### config.mk
export PLATFORM = sky130hd
export DESIGN_NAME = rvmem_req_bridge
export DESIGN_NICKNAME = d
export VERILOG_FILES = /design/src/rtl/rvmem_req_bridge.sv
export SDC_FILE = /design/constraint.sdc
export NUM_CORES = 1
export LEC_CHECK = 0
export CORE_MARGIN = 2
export CORE_UTILIZATION = 42
export DETAILED_ROUTE_END_ITERATION = 6
export GPL_TIMING_DRIVEN = 0
export PLACE_DENSITY = 0.74
export SYNTH_ARGS = -nofsm -noshare
export SYNTH_HDL_FRONTEND = slang
export SYNTH_SLANG_ARGS = --single-unit
### constraint.sdc
create_clock -name clock -period 6.36 [get_ports clock]
set_clock_uncertainty 0.2 [all_clocks]
set_input_delay 1.272 -clock clock [delete_from_list [all_inputs] [get_ports clock]]
set_output_delay 1.272 -clock clock [all_outputs]
set_load 0.005 [all_outputs]
### src/rtl/rvmem_req_bridge.sv
// rvmem_req_bridge: one RV32I load/store at a time onto split wa/wd/wb write and ra/rd read handshakes; core req/resp on one side, write and read channels on the other
module rvmem_req_bridge #(
  parameter int MEM_ADDR_WIDTH = 32,
  parameter int MEM_DATA_WIDTH = 32,
  parameter int MASK_WIDTH = MEM_DATA_WIDTH / 8
) (
  input  logic                      clock,
  input  logic                      reset,
  input  logic                      req_valid,
  output logic                      req_ready,
  input  logic                      req_fcn,
  input  logic [2:0]                req_typ,
  input  logic [MEM_ADDR_WIDTH-1:0] req_addr,
  input  logic [MEM_DATA_WIDTH-1:0] req_data,
  output logic                      resp_valid,
  output logic                      resp_err,
  output logic [MEM_DATA_WIDTH-1:0] resp_data,
  output logic                      waen,
  output logic                      wden,
  output logic [MEM_ADDR_WIDTH-1:0] waddr,
  output logic [MEM_DATA_WIDTH-1:0] wdata,
  output logic [MASK_WIDTH-1:0]     wmask,
  input  logic                      wardy,
  input  logic                      wdrdy,
  input  logic                      wbvld,
  output logic                      raen,
  output logic                      rden,
  output logic [MEM_ADDR_WIDTH-1:0] raddr,
  input  logic [MEM_DATA_WIDTH-1:0] rdata,
  input  logic                      rardy,
  input  logic                      rdrdy
);
  typedef enum logic [2:0] {IDLE, WR_REQ, WR_RESP, RD_REQ, RD_DATA, RESP} state_t;
  state_t state, state_n;
  logic fcn_q, err_q, bad, accept, acc_wr, acc_rd;
  logic [2:0] typ_q;
  logic [1:0] off_q;
  logic [15:0] w;
  logic [MEM_ADDR_WIDTH-1:0] word_addr;
  logic [MEM_DATA_WIDTH-1:0] rword, st_data, ld_data;
  logic [MASK_WIDTH-1:0] st_mask;
  assign bad = req_typ[1:0] == 2'd3 || req_typ == 3'd6 ||
               (req_typ[1:0] == 2'd1 && req_addr[0]) ||
               (req_typ[1:0] == 2'd2 && req_addr[1:0] != 2'd0);
  assign accept = state == IDLE && req_valid && req_ready;
  assign acc_wr = accept && !bad && req_fcn;
  assign acc_rd = accept && !bad && !req_fcn;
  assign word_addr = {req_addr[MEM_ADDR_WIDTH-1:2], 2'b00};
  assign st_data = req_typ[1:0] == 2'd0 ? {4{req_data[7:0]}} :
                   req_typ[1:0] == 2'd1 ? {2{req_data[15:0]}} : req_data;
  assign st_mask = req_typ[1:0] == 2'd0 ? 4'b0001 << req_addr[1:0] :
                   req_typ[1:0] == 2'd1 ? 4'b0011 << req_addr[1:0] : 4'hF;
  assign w = 16'(rword >> {off_q, 3'b000});
  assign ld_data = typ_q[1:0] == 2'd0 ? {{24{~typ_q[2] & w[7]}}, w[7:0]} :
                   typ_q[1:0] == 2'd1 ? {{16{~typ_q[2] & w[15]}}, w} : rword;
  always_comb begin
    state_n = state;
    case (state)
      IDLE:    if (accept) state_n = bad ? RESP : req_fcn ? WR_REQ : RD_REQ;
      WR_REQ:  if ((!waen || wardy) && (!wden || wdrdy)) state_n = WR_RESP;
      WR_RESP: if (wbvld) state_n = RESP;
      RD_REQ:  if (rardy) state_n = RD_DATA;
      RD_DATA: if (rdrdy) state_n = RESP;
      default: state_n = IDLE;
    endcase
  end
  // resp_valid follows the RESP state by one cycle, and req_ready stays low through that
  // response cycle so a new request is never accepted alongside the response pulse.
  always_ff @(posedge clock or posedge reset) begin
    if (reset) begin
      state <= IDLE;
      req_ready <= 1'b1;
      resp_valid <= 1'b0;
      resp_err <= 1'b0;
      resp_data <= '0;
      waen <= 1'b0;
      wden <= 1'b0;
      waddr <= '0;
      wdata <= '0;
      wmask <= '0;
      raen <= 1'b0;
      rden <= 1'b0;
      raddr <= '0;
      fcn_q <= 1'b0;
      err_q <= 1'b0;
      typ_q <= '0;
      off_q <= '0;
      rword <= '0;
    end else begin
      state <= state_n;
      req_ready <= state_n == IDLE && state != RESP;
      waen <= acc_wr || (waen && !wardy);
      wden <= acc_wr || (wden && !wdrdy);
      raen <= acc_rd || (raen && !rardy);
      rden <= (state == RD_REQ && rardy) || (rden && !rdrdy);
      resp_valid <= state == RESP;
      resp_err <= state == RESP && err_q;
      resp_data <= state == RESP && !err_q && !fcn_q ? ld_data : '0;
      if (accept) begin
        fcn_q <= req_fcn;
        err_q <= bad;
        typ_q <= req_typ;
        off_q <= req_addr[1:0];
      end
      if (acc_wr) begin
        waddr <= word_addr;
        wdata <= st_data;
        wmask <= st_mask;
      end
      if (acc_rd) raddr <= word_addr;
      if (state == RD_DATA && rdrdy) rword <= rdata;
    end
  end
endmodule
---- Word level (Yosys, flattened, before mapping) ----
Cells that the tools add are included.
word-level totals
  flip-flop bits (word level) ............. 177
  input bits .............................. 108
  output and inout port bits .............. 139
  word-level logic and storage cells ...... 92
cells by class
  eq/ne operators ......................... 11
  shifts and indexed selects .............. 3
  multiplexer cells ....................... 15
  bitwise operators ....................... 3
  reductions and logical operators ........ 42
operators with widths
  operator                                                           count
  32-bit 2-to-1 mux                                                  5
  32-bit by 5-bit >> shifter with 16-bit output                      1
  1-bit logical AND                                                  18
  3-bit 2-to-1 mux                                                   6
  3-bit one-hot mux with 5 select lines                              1
  1-bit zero test                                                    10
  3-bit == test, second input constant                               3
  1-bit logical OR                                                   9
  4-bit 2-to-1 mux                                                   2
  3-bit by 2-bit == test with 1-bit output, second input constant    2
  3-bit zero test                                                    2
  2-bit by 1-bit == test with 1-bit output, second input constant    2
  2-bit == test, second input constant                               2
  2-bit zero test                                                    2
  1-bit by 2-bit << shifter with 4-bit output, first input constant  1
  2-bit by 2-bit << shifter with 4-bit output, first input constant  1
  3-bit by 1-bit == test with 1-bit output, second input constant    1
  3-bit != test, second input constant                               1
  1-bit AND                                                          2
  2-bit 2-to-1 mux                                                   1
  2-bit nonzero test                                                 1
  1-bit inverter                                                     1

---- Logic depth before layout (Yosys ltp) ----
Gate-level depths: netlist (run 1).
  depth in word-level cells ............... 9
  gate-level depth with buffers ........... 8
  depth with buffers taken out ............ 6

---- Worst setup path after synthesis (run 1) ----
OpenSTA, ideal clock, no wires.
  path type ............................... in2reg
  start ................................... in req_typ[0]
  end ..................................... reg raddr[21]
  setup time .............................. 0.125 ns
  arrival time ............................ 2.503 ns
  data required time ...................... 6.035 ns
  path slack .............................. 3.532 ns
  stages on the path ...................... 6
  buffers on the path ..................... 2
  cells stage by stage .................... buf_4 > nor2_8 > a211oi_4 > nor3_4 > buf_6 > mux2_2
between the ends
  word-level cells in the longest chain between the ends .. 7
  elaborated cells on any way between the ends .. 12
  classes of those cells .................. eq/ne: 4; reduce/logical: 8
ends and longest elaborated chain
  element                                                       RTL line  text
  from (decl)                                                   12        input logic [2:0] req_typ,
  3-bit == test (tied with other cells)                         42        assign bad = req_typ[1:0] == 2'd3 || req_typ == 3'd6 ||
  1-bit logical OR / 1-bit logical AND (equally long branches)  42, 43
  1-bit logical OR                                              42
  1-bit logical OR *                                            43        (req_typ[1:0] == 2'd1 && req_addr[0]) ||
  1-bit zero test *                                             47        assign acc_rd = accept && !bad && !req_fcn;
  1-bit logical AND * (2 in series)                             47
  to (signal assigned)                                          110       if (acc_rd) raddr <= word_addr;
  to (decl)                                                     28        output logic [MEM_ADDR_WIDTH-1:0] raddr,
Mark *: on every way between the ends. The rest lies on a longest branch, timed or not.
A chain may end at the register's enable or synchronous reset.

---- Worst setup path after layout (run 1) ----
  start ................................... in req_addr[1]
  end ..................................... reg wdata[8]
between the ends
  word-level cells in the longest chain between the ends .. 6
ends and longest elaborated chain
  element                          RTL line  text
  from (decl)                      13        input logic [MEM_ADDR_WIDTH-1:0] req_addr,
  2-bit nonzero test               44        (req_typ[1:0] == 2'd2 && req_addr[1:0] != 2'd0);
  1-bit logical AND                44
  1-bit logical OR                 43
  1-bit zero test                  46        assign acc_wr = accept && !bad && req_fcn;
  1-bit logical AND (2 in series)  46
  to (signal assigned)             107       wdata <= st_data;
  to (decl)                        21        output logic [MEM_DATA_WIDTH-1:0] wdata,
Every way passes these cells.

==> results.json, run 1 <==
{
  "rsz0062_at_grt": "no",
  "cts_buffers": 17,
  "dr.pass1.iters": 4,
  "die_x_um": 138.1,
  "relSlewSlack": 0.4226,
  "drc": 0,
  "cts_tree": "done",
  "initial_utilization": 0.4250,
  "grt_max_degree": 110,
  "r2r.worst_path.cells": 4,
  "ys_ff_latch": 177,
  "antenna_left": 0,
  "drt-total-wl_um": 21150,
  "worst_slew_pin_slew_ps": 861.4,
  "crit_arrival_ps": 3310,
  "cts_setup_buffers": 0,
  "grt_usage": 0.2282,
  "finalInstanceArea_mm2": 0.01091,
  "worstPathRequired_ps": 6500,
  "slew_violations": 0,
  "met1_length_um": 8843,
  "avgSynthCellArea_um2": 11.16,
  "hp-start": "wmask[1]$_DFFE_PP0P_",
  "top_layer": "met4",
  "netlist_instances": 677,
  "dieArea_mm2": 0.01908,
  "crit_type": "primary input to flip-flop",
  "drive_gt1_frac": 0.1333,
  "synth_top_cell_area_share": 0.5829,
  "synth_top_area_cell": "dfrtp_1",
  "cp-end-kind": "flip-flop",
  "clock-sinks": 177,
  "seqCellArea_mm2": 0.004431,
  "vias": 5895,
  "hold_viol_final": 0,
  "finalSetupViolCount": 0,
  "fin_util": 0.6136,
  "regToRegSetupSlack_ps": 4010,
  "post-route-period-util": 0.4989,
  "clock-root-buffer": "clkbuf_16",
  "ys_seq_area_frac": 0.5864,
  "synth_area_leaders": "dfrtp_1, nand2_1, mux2_2",
  "antenna_cells": 0,
  "dp.final_hpwl_um": 15620,
  "synth-edff-count": 0,
  "via_per_inst": 4.987,
  "vdd_ir_drop_max_mv": 0.3166,
  "h-tree-depth": 4,
  "place_area_mm2": 0.01029,
  "dp.cells": 1150,
  "route.met3.wl_um": 1855,
  "yosysMostFrequentCell": "dfrtp_1",
  "drt-initial-drc-count": 403,
  "dpl_worst_slack_ps": 2762,
  "cap_violations": 0,
  "fp.dieH_um": 138.1,
  "core_area_mm2": 0.01778,
  "grt_pass1_wl_um": 34190,
  "yosys.cell_types.count": 47,
  "leakage_nw": 5.129,
  "cts-resized-gates": 0,
  "grt_pass1_vias": 6129,
  "dr_wl_met2_um": 10110,
  "layout.nets": 1052,
  "clk_latency_ps": 430,
  "p_per_area_mw_per_mm2": 428.6,
  "yosysWarnings": 0,
  "synth_ff_type": "dfrtp_1",
  "cts.clk_slew.worst_paths_ps": 60,
  "grt_overflow": 0,
  "r2r-end": "rword[8]$_DFFE_PP0P_",
  "syn_area_mm2": 0.007556,
  "synth_common_cells": "dfrtp_1, nand2_1, mux2_2",
  "hold_end": "wmask[1]$_DFFE_PP0P_",
  "status": "finished clean",
  "crit_fanout": 10,
  "rows": 49,
  "hold_buffers": 0,
  "cp-start-kind": "primary input",
  "rr_startpoint": "state[0]$_DFF_PP0_",
  "io_buffers": 240,
  "whs_path_depth": 2,
  "clk_path_buf_depth": 2,
  "setup_slack_ps": 3187,
  "fillCellCount": 1446,
  "wl_per_cell_um": 17.90,
  "async_flop_share": 1.000,
  "fin_crit_ps": 3173,
  "final_cells": 1182,
  "max_freq_mhz": 315.2,
  "areaGrowthSynthToFinish_pct": 44.38,
  "multi_input_area_mm2": 0.002846,
  "gp_congestion": 0.8073,
  "grt_antenna_before_repair": 0,
  "ios": 247,
  "hp-class": "flip-flop to flip-flop",
  "power_mw": 4.675
}
-- flip-flops by register name, indices dropped and copies added (netlist names) --
| register | flops |
|---|---|
| err_q | 1 |
| fcn_q | 1 |
| off_q | 2 |
| raddr | 30 |
| raen | 1 |
| rden | 1 |
| req_ready | 1 |
| resp_data | 32 |
| resp_err | 1 |
| resp_valid | 1 |
| rword | 32 |
| state | 3 |
| typ_q | 3 |
| waddr | 30 |
| waen | 1 |
| wdata | 32 |
| wden | 1 |
| wmask | 4 |
-- routing by layer --
layer / track usage / up-vias
li1: - / 2808
met2: 0.3697 / 212
met3: 0.09664 / 20
met1: 0.2826 / 2855
met4: 0.06230 / 0
met5: 0 / -
-- kinds of logic after synthesis --
family          synth area share
xor+xnor                0.001159
other cells            0.0004963
buf+inv                  0.03842
flops                     0.5864
mux                       0.1330
compound gates            0.1015
simple gates              0.1325
fa+ha+maj               0.006624
-- worst max path at each step --
stage / from / slack, ps / cells past startpoint / to
floorplan: reset / 90 / 1 / err_q$_DFFE_PP0P_
global placement: reset / -2480 / 2 / waddr[30]$_DFFE_PP0P_
detailed placement: req_addr[1] / 2760 / 9 / wdata[8]$_DFFE_PP0P_
CTS: req_addr[1] / 3200 / 9 / wdata[8]$_DFFE_PP0P_
global route: req_addr[1] / 3060 / 7 / wdata[21]$_DFFE_PP0P_
finish: req_addr[1] / 3190 / 9 / wdata[8]$_DFFE_PP0P_
-- placed cells by master, fill, tap and decap left out, drive strengths merged, types with 4 or more instances in the layout --
cell	n
nor2	27
buf	33
conb	4
a21oi	36
clkbuf	32
mux2	64
nor2b	13
o21ai	43
nor3	4
a211oi	4
a221oi	4
mux2i	28
clkdlybuf4s50	240
dfrtp	176
inv	18
ha	4
nand2	158
a21o	25
-- metrics by stage --
| stage | hold slack [ps] | TNS (ps) |
|---|---|---|
| 2_1_floorplan | 249.2 | 0 |
| 3_3_place_gp | 256.5 | -434920 |
| 3_5_place_dp | 261.1 | 0 |
| 4_1_cts | 273.5 | 0 |
| 5_1_grt | 300.7 | 0 |
| 6_report | 270.1 | 0 |
-- where the power goes --
group          leakage (nW)  internal, mW  switching (mW)
sequential             2.26          1.57           0.283
clock                 0.302         0.634           0.482
combinational          2.57         0.993           0.717
total                  5.13          3.19            1.48
-- worst max-delay path, stage by stage --
cell and delay, ps:
clkdlybuf4s50_1 560, inv_1 120, ha_1 250, a211o_1 320
nand2_1 130, buf_2 220, buf_2 280, nand2_1 80
o21ai_0 80
-- cell type report --
type | instances | area share
multi-input combinational | 447 | 0.2609
clock inverter | 14 | 0.01732
sequential | 177 | 0.4061
inverter | 10 | 0.004129
clock buffer | 18 | 0.03934
buffer | 46 | 0.02317
tap | 229 | 0.02626
timing repair buffer | 241 | 0.2227
Power figures use the tool's default switching activity.
==> inputs of run 2 (changes only) <==
Clock period 6.36 ns to 2.9 ns, I/O delays scaled along.
==> results.json, run 2 (synthesis results as in run 1) <==
{
  "r2r-end": "rword[14]$_DFFE_PP0P_",
  "clock-root-buffer": "clkbuf_16",
  "drc": 0,
  "finalSetupTns_ps": 0,
  "grt.met2_usage": 0.3580,
  "crit_type": "primary input to flip-flop",
  "p_per_area_mw_per_mm2": 921.6,
  "hp-class": "flip-flop to flip-flop",
  "grt_busiest_layer": "met2",
  "fp.dieH_um": 138.1,
  "via_per_inst": 5.014,
  "rows": 49,
  "dieArea_mm2": 0.01908,
  "dp.final_hpwl_um": 15800,
  "finalSetupViolCount": 0,
  "clock-sinks": 177,
  "slew_violations": 0,
  "worstPathRequired_ps": 2980,
  "r2r.worst_path.cells": 4,
  "hold_viol_final": 0,
  "rsz0062_at_grt": "no",
  "cts_buffers": 17,
  "startpoint": "req_addr[1]",
  "vias": 5942,
  "hp-start": "waddr[14]$_DFFE_PP0P_",
  "layout.nets": 1055,
  "grt_pass1_wl_um": 33440,
  "rr_startpoint": "state[0]$_DFF_PP0_",
  "cp-end-kind": "flip-flop",
  "met3_usage": 0.09837,
  "h-tree-depth": 4,
  "die_x_um": 138.1,
  "dpl_worst_slack_ps": -9.922,
  "status": "finished clean",
  "slowest_delay_ps": 540,
  "drt-initial-drc-count": 268,
  "grt_usage": 0.2220,
  "leakage_nw": 5.122,
  "crit_slowest_cell": "clkdlybuf4s50_1",
  "worst_slew_pin_slew_ps": 764.3,
  "antenna_cells": 0,
  "regToRegSetupSlack_ps": 650,
  "ios": 247,
  "io_buffers": 240,
  "cts_tree": "done",
  "grt_antenna_before_repair": 1,
  "cp-start-kind": "primary input",
  "crit_arrival_ps": 2550,
  "areaGrowthSynthToFinish_pct": 44.43,
  "crit_chain": "clkdlybuf4s50_1 -> inv_1 -> ha_1 -> a211o_1 -> nand2_1 -> clkbuf_1 -> o21ai_0",
  "gp_congestion": 0.8154,
  "cts_setup_buffers": 0,
  "dp.cells": 1153,
  "clk_path_buf_depth": 2,
  "cap_violations": 0,
  "antenna_left": 0,
  "relSlewSlack": 0.4877,
  "crit_end": "wdata[28]$_DFFE_PP0P_",
  "cts-resized-gates": 0,
  "biggestRegsByFlops": "resp_data: 32 flops, rword: 32 flops, wdata: 32 flops",
  "drt-total-wl_um": 21090,
  "layout_common_cells": "clkdlybuf4s50_1, dfrtp_1, nand2_1",
  "wl_per_cell_um": 17.80,
  "setup_slack_ps": 429.3,
  "vdd_ir_drop_max_mv": 0.5137,
  "use_met1": 0.2674,
  "fin_crit_ps": 2471,
  "clk_latency_ps": 430,
  "max_freq_mhz": 404.7,
  "core_area_mm2": 0.01778,
  "grt_pass1_vias": 6154,
  "drive_gt1_frac": 0.1349,
  "dr.pass1.iters": 5,
  "hold_buffers": 0,
  "initial_utilization": 0.4250,
  "post-route-period-util": 0.8520,
  "grt_max_degree": 43,
  "grt_overflow": 0,
  "final_cells": 1185,
  "final_common_cell": "clkdlybuf4s50_1",
  "cts.clk_slew.worst_paths_ps": 70,
  "crit_fanout": 10
}
run 2: how the worst min path moves through the flow:
stage,end,slack (ps),cells past startpoint
2_1_floorplan,resp_data[21]$_DFF_PP0_,250,1
3_3_place_gp,wmask[1]$_DFFE_PP0P_,260,2
3_5_place_dp,wmask[1]$_DFFE_PP0P_,260,2
4_1_cts,wmask[1]$_DFFE_PP0P_,280,2
5_1_grt,raen$_DFF_PP0_,300,1
6_report,waddr[14]$_DFFE_PP0P_,270,2
run 2: critical path, delay by kind of cell:
| kind | cells | cell delay (ps) |
|---|---|---|
| compound gates | 2 | 510 |
| fa+ha+maj | 1 | 240 |
| buf+inv | 3 | 1100 |
| simple gates | 1 | 120 |
run 2: per-layer routing:
metal	up-vias	part of all wire
met3	34	0.095
met1	2876	0.41
met4	2	0.027
met5	-	0.00076
met2	219	0.46
li1	2811	-
run 2: cell type report:
type | instances | area [um2]
Clock buffer | 20 | 446.7
Buffer | 46 | 252.7
Multi-Input combinational cell | 447 | 2846
Tap cell | 229 | 286.5
Clock inverter | 12 | 126.4
Timing Repair Buffer | 244 | 2482
Fill cell | 1471 | 6867
Sequential cell | 177 | 4431
Inverter | 10 | 41.29
run 2: stage by stage:
stage | hold WS (ps) | total power, mW | instance area (um2) | util
finish | 272.9 | 10.06 | 10910 | 0.6138
global route | 297.6 | 10.66 | 10910 | 0.6138
CTS | 276.4 | 10.12 | 10910 | 0.6138
detailed placement | 259.8 | 7.834 | 10340 | 0.5816
global placement | 255.3 | 7.751 | 10260 | 0.5771
floorplan | 249.2 | 5.710 | 7571 | -
run 2: where the power goes:
part	switching, mW	internal (mW)
clock	1.02	1.23
sequential	0.625	3.44
combinational	1.56	2.18
